`src/rtl/w5_pkg.sv`:
```
// w5_pkg: shared constants, types and the loader state encoding used by the
// w5 weight loader and the w5 layer engine.
//   NBANK   - number of weight banks (one per parallel lane)
//   DEPTH   - entries per bank
//   AWIDTH  - bank address width, log2(DEPTH)
//   DWIDTH  - weight width (two's complement)
//   NWEIGHT - total entries across all banks
package w5_pkg;

  localparam int NBANK   = 16;
  localparam int DEPTH   = 16;
  localparam int AWIDTH  = 4;
  localparam int DWIDTH  = 8;
  localparam int NWEIGHT = NBANK * DEPTH;
  localparam int BSEL_W  = $clog2(NBANK);
  localparam int CWIDTH  = $clog2(NWEIGHT);

  typedef logic signed [DWIDTH-1:0] weight_t;

  typedef enum logic [1:0] {
    IDLE  = 2'd0,
    LOAD  = 2'd1,
    FLUSH = 2'd2,
    DONE  = 2'd3
  } state_t;

endpackage

```
`src/rtl/w5_loader.sv`:
```
// w5_loader: fills the 16 w5 weight banks from a byte stream.
// Bytes arrive on a valid/ready handshake and are written address-major,
// bank-minor: byte k goes to bank k[3:0], address k[7:4]. Each bank write is
// registered, so it appears on the write ports one cycle after its handshake.
//
// Ports:
//   clk      - clock, rising edge
//   xrst     - synchronous active-low reset
//   start    - one-cycle load request, honoured only in IDLE
//   in_valid - in_data valid this cycle
//   in_data  - signed weight byte
//   in_ready - loader accepts in_data this cycle (high only in LOAD)
//   w_we     - one-hot bank write enable
//   w_waddr  - write address shared by all banks
//   w_wdata  - write data shared by all banks
//   busy     - high from the start-accept cycle until finish
//   finish   - one-cycle pulse once all entries are written
//   csum     - (only with W5_LOADER_CSUM_EN) 16-bit wrapping sum of the
//              sign-extended accepted bytes; stable from finish until the
//              next start
//
// Build option: define W5_LOADER_CSUM_EN to add the csum output and its
// accumulator. The default build has neither.
module w5_loader
  import w5_pkg::*;
(
  input  logic                     clk,
  input  logic                     xrst,
  input  logic                     start,
  input  logic                     in_valid,
  input  logic signed [DWIDTH-1:0] in_data,
  output logic                     in_ready,
  output logic [NBANK-1:0]         w_we,
  output logic [AWIDTH-1:0]        w_waddr,
  output logic signed [DWIDTH-1:0] w_wdata,
  output logic                     busy,
  output logic                     finish
`ifdef W5_LOADER_CSUM_EN
  ,
  output logic [15:0]              csum
`endif
);

  state_t            state;
  state_t            state_nx;
  logic [CWIDTH-1:0] cnt;
  logic              hs;
  logic              start_acc;

  assign hs        = in_valid & in_ready;
  assign start_acc = (state == IDLE) & start;

  always_comb begin
    state_nx = state;
    in_ready = 1'b0;
    case (state)
      IDLE:    if (start) state_nx = LOAD;
      LOAD: begin
        in_ready = 1'b1;
        if (in_valid && cnt == CWIDTH'(NWEIGHT - 1)) state_nx = FLUSH;
      end
      FLUSH:   state_nx = DONE;
      DONE:    state_nx = IDLE;
      default: state_nx = IDLE;
    endcase
  end

  // Handshake stage -> bank write port stage. busy follows the next state so
  // it drops on the same edge that raises finish; finish is the registered
  // image of DONE, one cycle after the final write has left the ports.
  always_ff @(posedge clk) begin
    if (!xrst) begin
      state   <= IDLE;
      cnt     <= '0;
      w_we    <= '0;
      w_waddr <= '0;
      w_wdata <= '0;
      busy    <= 1'b0;
      finish  <= 1'b0;
    end else begin
      state  <= state_nx;
      busy   <= (state_nx != IDLE);
      finish <= (state == DONE);
      w_we   <= hs ? (NBANK'(1) << cnt[BSEL_W-1:0]) : '0;
      if (hs) begin
        w_waddr <= cnt[CWIDTH-1:BSEL_W];
        w_wdata <= in_data;
        cnt     <= cnt + 1'b1;
      end
      if (start_acc) cnt <= '0;
    end
  end

`ifdef W5_LOADER_CSUM_EN
  always_ff @(posedge clk) begin
    if (!xrst || start_acc) begin
      csum <= '0;
    end else if (hs) begin
      csum <= csum + {{(16-DWIDTH){in_data[DWIDTH-1]}}, in_data};
    end
  end
`endif

endmodule
```
`config.mk`:
```
export PLATFORM = sky130hd
export DESIGN_NAME = w5_loader
export DESIGN_NICKNAME = d
export VERILOG_FILES = /design/src/rtl/w5_pkg.sv /design/src/rtl/w5_loader.sv
export SDC_FILE = /design/constraint.sdc
export NUM_CORES = 1
export LEC_CHECK = 0
export CORE_UTILIZATION = 44
export CTS_BUF_LIST = sky130_fd_sc_hd__clkbuf_4 sky130_fd_sc_hd__clkbuf_8
export CTS_CLUSTER_SIZE = 28
export DETAILED_ROUTE_END_ITERATION = 6
export MAX_ROUTING_LAYER = met4
export PLACE_DENSITY = 0.9
export SYNTH_ARGS = -nofsm -noshare
export SYNTH_HDL_FRONTEND = slang
export SYNTH_SLANG_ARGS = --single-unit
```
`constraint.sdc`:
```
create_clock -name clk -period 1.3 [get_ports clk]
set_clock_uncertainty 0.1 [all_clocks]
set_input_delay 0.26 -clock clk [delete_from_list [all_inputs] [get_ports clk]]
set_output_delay 0.26 -clock clk [all_outputs]
set_load 0.02 [all_outputs]
```
==> results.md <==
Outcome:
- The flow ran to the end, but the final reports show violations.
- The checks that failed: negative setup slack.

Synthesis:
- In this run, distinct cell masters in the synthesized netlist total 27.
- The largest area contributor in the netlist is sky130_fd_sc_hd__dfxtp_1.
- The sequential fraction of the synthesis area is 0.533.
- Sorting the synthesized cells by area gives the leading types as sky130_fd_sc_hd__dfxtp_1, sky130_fd_sc_hd__nand2_1, sky130_fd_sc_hd__a21boi_0.
- The post-synthesis instance area is 1500 sq um.
- The async set-reset flop share out of synthesis is 0.
- Yosys printed 0 warnings.
- The share of synthesized area in the top cell type comes to 0.533.
- The mean cell area of the mapped netlist is 9.10 sq um.
- The commonest register cell after synthesis is sky130_fd_sc_hd__dfxtp_1.
- The total of flip-flops plus latches after synthesis is 40.
- The number of nets in the synthesized netlist is 183.
- The gate count of the mapped netlist is 165.
- Counting flops with a built-in enable in the synthesized netlist gives 0.

Power and ir drop:
- The cell-internal power is 1.60 mW.
- The sequential group share of total power is 0.588.
- The share of total power dissipated in combinational logic is 0.135.
- The switching power is 0.538 mW.
- For this design the static power due to leakage is 0.945 nW.
- The switching portion of total power is 0.252.
- The worst voltage drop across the vdd grid is 0.553 mV.
- Power spread over the standard cell area amounts to 963 nW/um^2.
- The share of total power dissipated in the clock network is 0.277.

Critical path:
- The most critical setup path has its startpoint at state[1].
- The critical path required time is 1460 ps.
- Along the worst path, the maximum fanout reaches 6.
- Data on the critical path arrives at its endpoint at 1680 ps.
- The type of the worst setup path is flop to flop.
- The category of the worst setup path capture point is a flop.
- The launching point of the worst reg2reg path is state[1].
- The worst setup path is launched from a flop.

GRT:
- The initial antenna violation count is 0.
- Across every metal layer, demand over resource in global routing totals 0.211.
- The first-pass GRT wire length is 5420 um.
- The number of global-route vias before repair is 1295.
- After global routing the overflow that remains totals 0.
- The largest net degree at the start of global routing is 12.

Timing:
- The setup slack of the critical path after layout is -218 ps.
- The number of failing setup endpoints in the final timing report is 11.
- Headroom to the max-slew limit came out at 0.823.
- The count of final max-slew check failures was 0.
- Setup repair after global routing could not meet its margin everywhere.
- The achievable frequency is 0.659 GHz.
- Counting I/O delays and the setup requirement, the final critical path takes 1520 ps.
- Dividing the final minimum period by the clock period gives 1.17.
- The final count of hold timing violations is 0.
- For the pin with the worst max-slew slack, the measured transition is 263 ps.

Place:
- At the placement stage, the worst setup path has a slack of -472 ps.
- The HPWL after detailed placement is 2430 um.
- The congestion estimate from routability-driven global placement came to 0.808.
- Input and output buffers added on the ports amount to 42.
- In this run, placement finished with an instance count of 266.

Clocking:
- The clock latency at the later pin of the worst-skew pair is 340 ps.
- Clock-pin slew was measured on the worst setup and hold paths at 120 ps.
- The H-tree generated during clock tree synthesis spans 2 levels.
- TritonCTS built the clock tree.
- The cell sitting at the root of the clock tree is a sky130_fd_sc_hd__clkbuf_4.
- The TritonCTS sink count is 40.
- After clock tree synthesis, the flow added hold-fix buffers numbering 0.
- The maximum root-to-sink buffer count is 2.
- The TritonCTS buffer count is 5.

Detailed routing:
- The routed length on met3 is 202 um.
- The number of vias per cell is 5.16.
- Signal routing reaches up to met4.
- After detailed routing, the wire length on met1 is 1520 um.
- The number of iterations in the first detailed-routing pass is 4.
- For this run, design rule violations remaining after detail routing come to 0.
- The routed design has 4000 um of wire.
- The total vias in the final route is 1434.
- The average wire length per cell after detail routing is 14.4 um.
- The number of routed nets with antenna violations is 0.
- After the first detailed-routing iteration, the DRC count stood at 32.
- Detailed routing placed a total of 2150 um of wire on met2.

Finish:
- The fraction of layout instances using a drive strength above 1 is 0.444.
- The number of diodes is 0.
- In the final layout, the multi-input gates occupy 768 sq um.
- Counting the fill cells in the layout gives 262.
- The sequential cells in the finished layout cover a total of 823 sq um.
- The final non-filler cell total is 278.
- The area growth from synthesis to layout is 47.8%.
- For this run, the post-layout net count is 252.

Floorplan:
- The height of the die is 60.4 um.
- For this configuration, the core starts out at a cell density of 0.476.
- The number of rows in the core area is 20.
- The full die area is 3650 sq um.
- 43 I/O pins were placed.
- After floorplanning, the core was sized to cover 3150 sq um.
- The die width is 60.4 um.

Run:
- The max-cap check violation count is 0.

Min path:
- The startpoint of the tightest hold check path is in_data[3].
- The min-delay analysis places its worst path in the category input port to flop.
==> cells in the final DEF, fill, tap and decap left out, types with 2 or more instances in the layout <==
master and n:
sky130_fd_sc_hd__nand3_2 4, sky130_fd_sc_hd__clkdlybuf4s50_1 10, sky130_fd_sc_hd__nor2_1 15, sky130_fd_sc_hd__clkbuf_2 4, sky130_fd_sc_hd__nand2_2 5, sky130_fd_sc_hd__buf_4 22, sky130_fd_sc_hd__dfxtp_1 32, sky130_fd_sc_hd__nand3_1 5
sky130_fd_sc_hd__o31ai_2 2, sky130_fd_sc_hd__buf_2 26, sky130_fd_sc_hd__ha_1 5, sky130_fd_sc_hd__nor3_1 3, sky130_fd_sc_hd__dfxtp_4 5, sky130_fd_sc_hd__a21boi_2 4, sky130_fd_sc_hd__clkbuf_4 6, sky130_fd_sc_hd__dfxtp_2 3
sky130_fd_sc_hd__nor3_2 2, sky130_fd_sc_hd__nand2_1 31, sky130_fd_sc_hd__a21oi_2 2, sky130_fd_sc_hd__a21boi_1 8, sky130_fd_sc_hd__or4_1 2, sky130_fd_sc_hd__inv_1 5, sky130_fd_sc_hd__buf_6 7, sky130_fd_sc_hd__a21oi_1 4
sky130_fd_sc_hd__and3_1 2
==> metrics by stage <==
step / cell area (sq um) / power [mW] / util / hold WS (ps) / TNS, ps
5_1_grt: 2220 / 2.22 / 0.704 / 348 / -1740
4_1_cts: 2200 / 2.13 / 0.697 / 364 / -577
2_1_floorplan: 1530 / 1.41 / - / 299 / 0
3_5_place_dp: 2130 / 1.55 / 0.676 / 356 / -14350
3_3_place_gp: 2130 / 1.54 / 0.676 / 348 / -12950
6_report: 2220 / 2.14 / 0.704 / 348 / -751
==> kinds of logic after synthesis <==
family,share of synthesized area
AOI/OAI and AO/OA,0.118
and+or+nand+nor,0.250
DFF,0.533
buffers and inverters,0.0425
adders and majority gates,0.0500
muxes,0.00667
==> registers in the layout (all words and copies together) (netlist names) <==
signal / flops
w_waddr: 4
busy: 1
w_we: 16
state: 2
w_wdata: 8
finish: 1
cnt: 8
==> power groups by stage <==
stage          combinational (mW)  sequential (mW)  clock (mW)
2_1_floorplan              0.0991             1.32           0
3_3_place_gp                0.254             1.29           0
3_5_place_dp                0.261             1.29           0
4_1_cts                     0.267             1.26       0.596
5_1_grt                     0.309             1.26       0.656
6_report                    0.288             1.26       0.593
==> routing by layer <==
layer  up-vias  GRT usage
li1        692          -
met1       669      0.204
met2        60      0.391
met3        13     0.0554
met4         0     0.0909
met5         -          -
==> cells in the mapped netlist, types with 2 or more instances <==
master and count:
sky130_fd_sc_hd__buf_4 3, sky130_fd_sc_hd__o21ai_0 2, sky130_fd_sc_hd__nand3_1 10, sky130_fd_sc_hd__a21boi_0 12, sky130_fd_sc_hd__or4_1 3, sky130_fd_sc_hd__buf_2 3
sky130_fd_sc_hd__ha_1 6, sky130_fd_sc_hd__dfxtp_1 40, sky130_fd_sc_hd__and3_1 2, sky130_fd_sc_hd__a21oi_1 6, sky130_fd_sc_hd__clkbuf_1 2, sky130_fd_sc_hd__nand2_1 37
sky130_fd_sc_hd__nor3_1 5, sky130_fd_sc_hd__inv_1 5, sky130_fd_sc_hd__nor2_1 15, sky130_fd_sc_hd__o31ai_1 3
==> path summary, 6_finish.rpt <==
check,end,slack (ps),cells after the start
setup / recovery,cnt[3],-220,4
setup reg to reg,cnt[3],-220,4
hold reg to reg,w_wdata[2],360,2
hold / removal,w_wdata[3],350,3
==> area by class of cell <==
type                    count  share of cell area
clock buffers               6              0.0203
clock inverters             1             0.00226
inverters                   5             0.00846
multi-input cells         112               0.346
flip-flops and latches     40               0.371
well taps                  44              0.0248
repair buffers             70               0.227
==> what timing repair did <==
action	in CTS	in global routing
buffers inserted	2	4
gates cloned	1	0
resized for setup	115	65
endpoints found under the setup margin	54	51
pin swaps	8	22
==> worst max-delay path, cell delays in order, from the launching register on <==
cell and delay (ps):
sky130_fd_sc_hd__dfxtp_2 350, sky130_fd_sc_hd__buf_6 120, sky130_fd_sc_hd__nand3b_4 170, sky130_fd_sc_hd__or4_1 530, sky130_fd_sc_hd__a21oi_1 170
(Power assumes the default switching activity.)
==> variant (same settings) <==
The package constant `NBANK` goes from 16 to 32.
--- a/src/rtl/w5_pkg.sv
+++ b/src/rtl/w5_pkg.sv
@@ -9,3 +9,3 @@
 
-  localparam int NBANK   = 16;
+  localparam int NBANK   = 32;
   localparam int DEPTH   = 16;
Interface: changed (resized w_we); port bits go from 43 to 59. No check against the original RTL was run, so the function may have changed too.
==> variant against the original RTL <==
The run still ends with setup timing left; sequential power increased by 40%; routed wire length increased by 30%; sequential cell count increased by 17; worst setup slack got worse by 0.026 ns; synthesized area increased by 26%; largest cell class unchanged; design area increased by 31%; total power increased by 91%; critical path depth increased by 1.
==> variant: results (changes against the original RTL) <==
| Metric | Value |
|---|---|
| Outcome | finished, violations left (unchanged) |
| Failing checks | setup timing (unchanged) |
| DRT iter0 DRCs | 95 (was 32) |
| WHS Path Cells | 2 (was 3) |
| CTS H-tree depth | 3 (was 2) |
| CP max stage delay | 0.34 ns (was 0.53 ns) |
| Met3 usage | 0.111 (was 0.0554) |
| Reg power frac | 0.435 (was 0.588) |
| Final setup violation count | 36 (was 11) |
| Vias in the first global route | 1702 (was 1295) |
| Placed Cells | 329 (was 266) |
| Final GP Congestion | 0.845 (was 0.808) |
| Biggest regs | w_we x32, cnt x9, w_wdata x8 (was w_we x16, cnt x8, w_wdata x8) |
| Slew HR | 0.764 (was 0.823) |
| Post-route setup slack | -0.244 ns (was -0.218 ns) |
| WL final | 5.20 mm (was 4.00 mm) |
| Met1 Use GR | 0.240 (was 0.204) |
| TritonCTS Buffers | 9 (was 5) |
| Setup tns final | -3.06 ns (was -0.751 ns) |
| # Post-CTS Setup Buffers | 3 (was 2) |
| Dpl ws | -0.580 ns (was -0.472 ns) |
| Post-synthesis compound-gate area fraction | 0.0812 (was 0.118) |
| Routed via count | 1770 (was 1434) |
| Largest net degree at the start of global routing | 18 (was 12) |
| Internal | 3220 uW (was 1600 uW) |
==> variant: cell count changes in the layout (fill, tap and decap cells not counted), moves of 8 or more <==
| cell | change |
|---|---|
| clkbuf_8 | +10 |
| nor2_1 | +13 |
| buf_2 | +15 |
| a21boi_1 | -8 |
| a21oi_1 | +13 |
| dfxtp_1 | +18 |
==> variant: cell type report <==
class                      count  area (um^2)
sequential                    57         1160
multi-input combinational    133          805
clock buffer                  11          145
clock inverter                 5          103
timing repair buffer          84          594
inverter                       8         32.5
tap                           50         62.6
fill                         323         1150
==> variant: final timing paths <==
check,startpoint,endpoint
setup / recovery,state[1]$_SDFF_PN0_,cnt[6]$_SDFFE_PP0P_
hold / removal,w_wdata[0]$_SDFFE_PN0P_,w_wdata[0]$_SDFFE_PN0P_
setup reg to reg,state[1]$_SDFF_PN0_,cnt[6]$_SDFFE_PP0P_
hold reg to reg,w_wdata[0]$_SDFFE_PN0P_,w_wdata[0]$_SDFFE_PN0P_
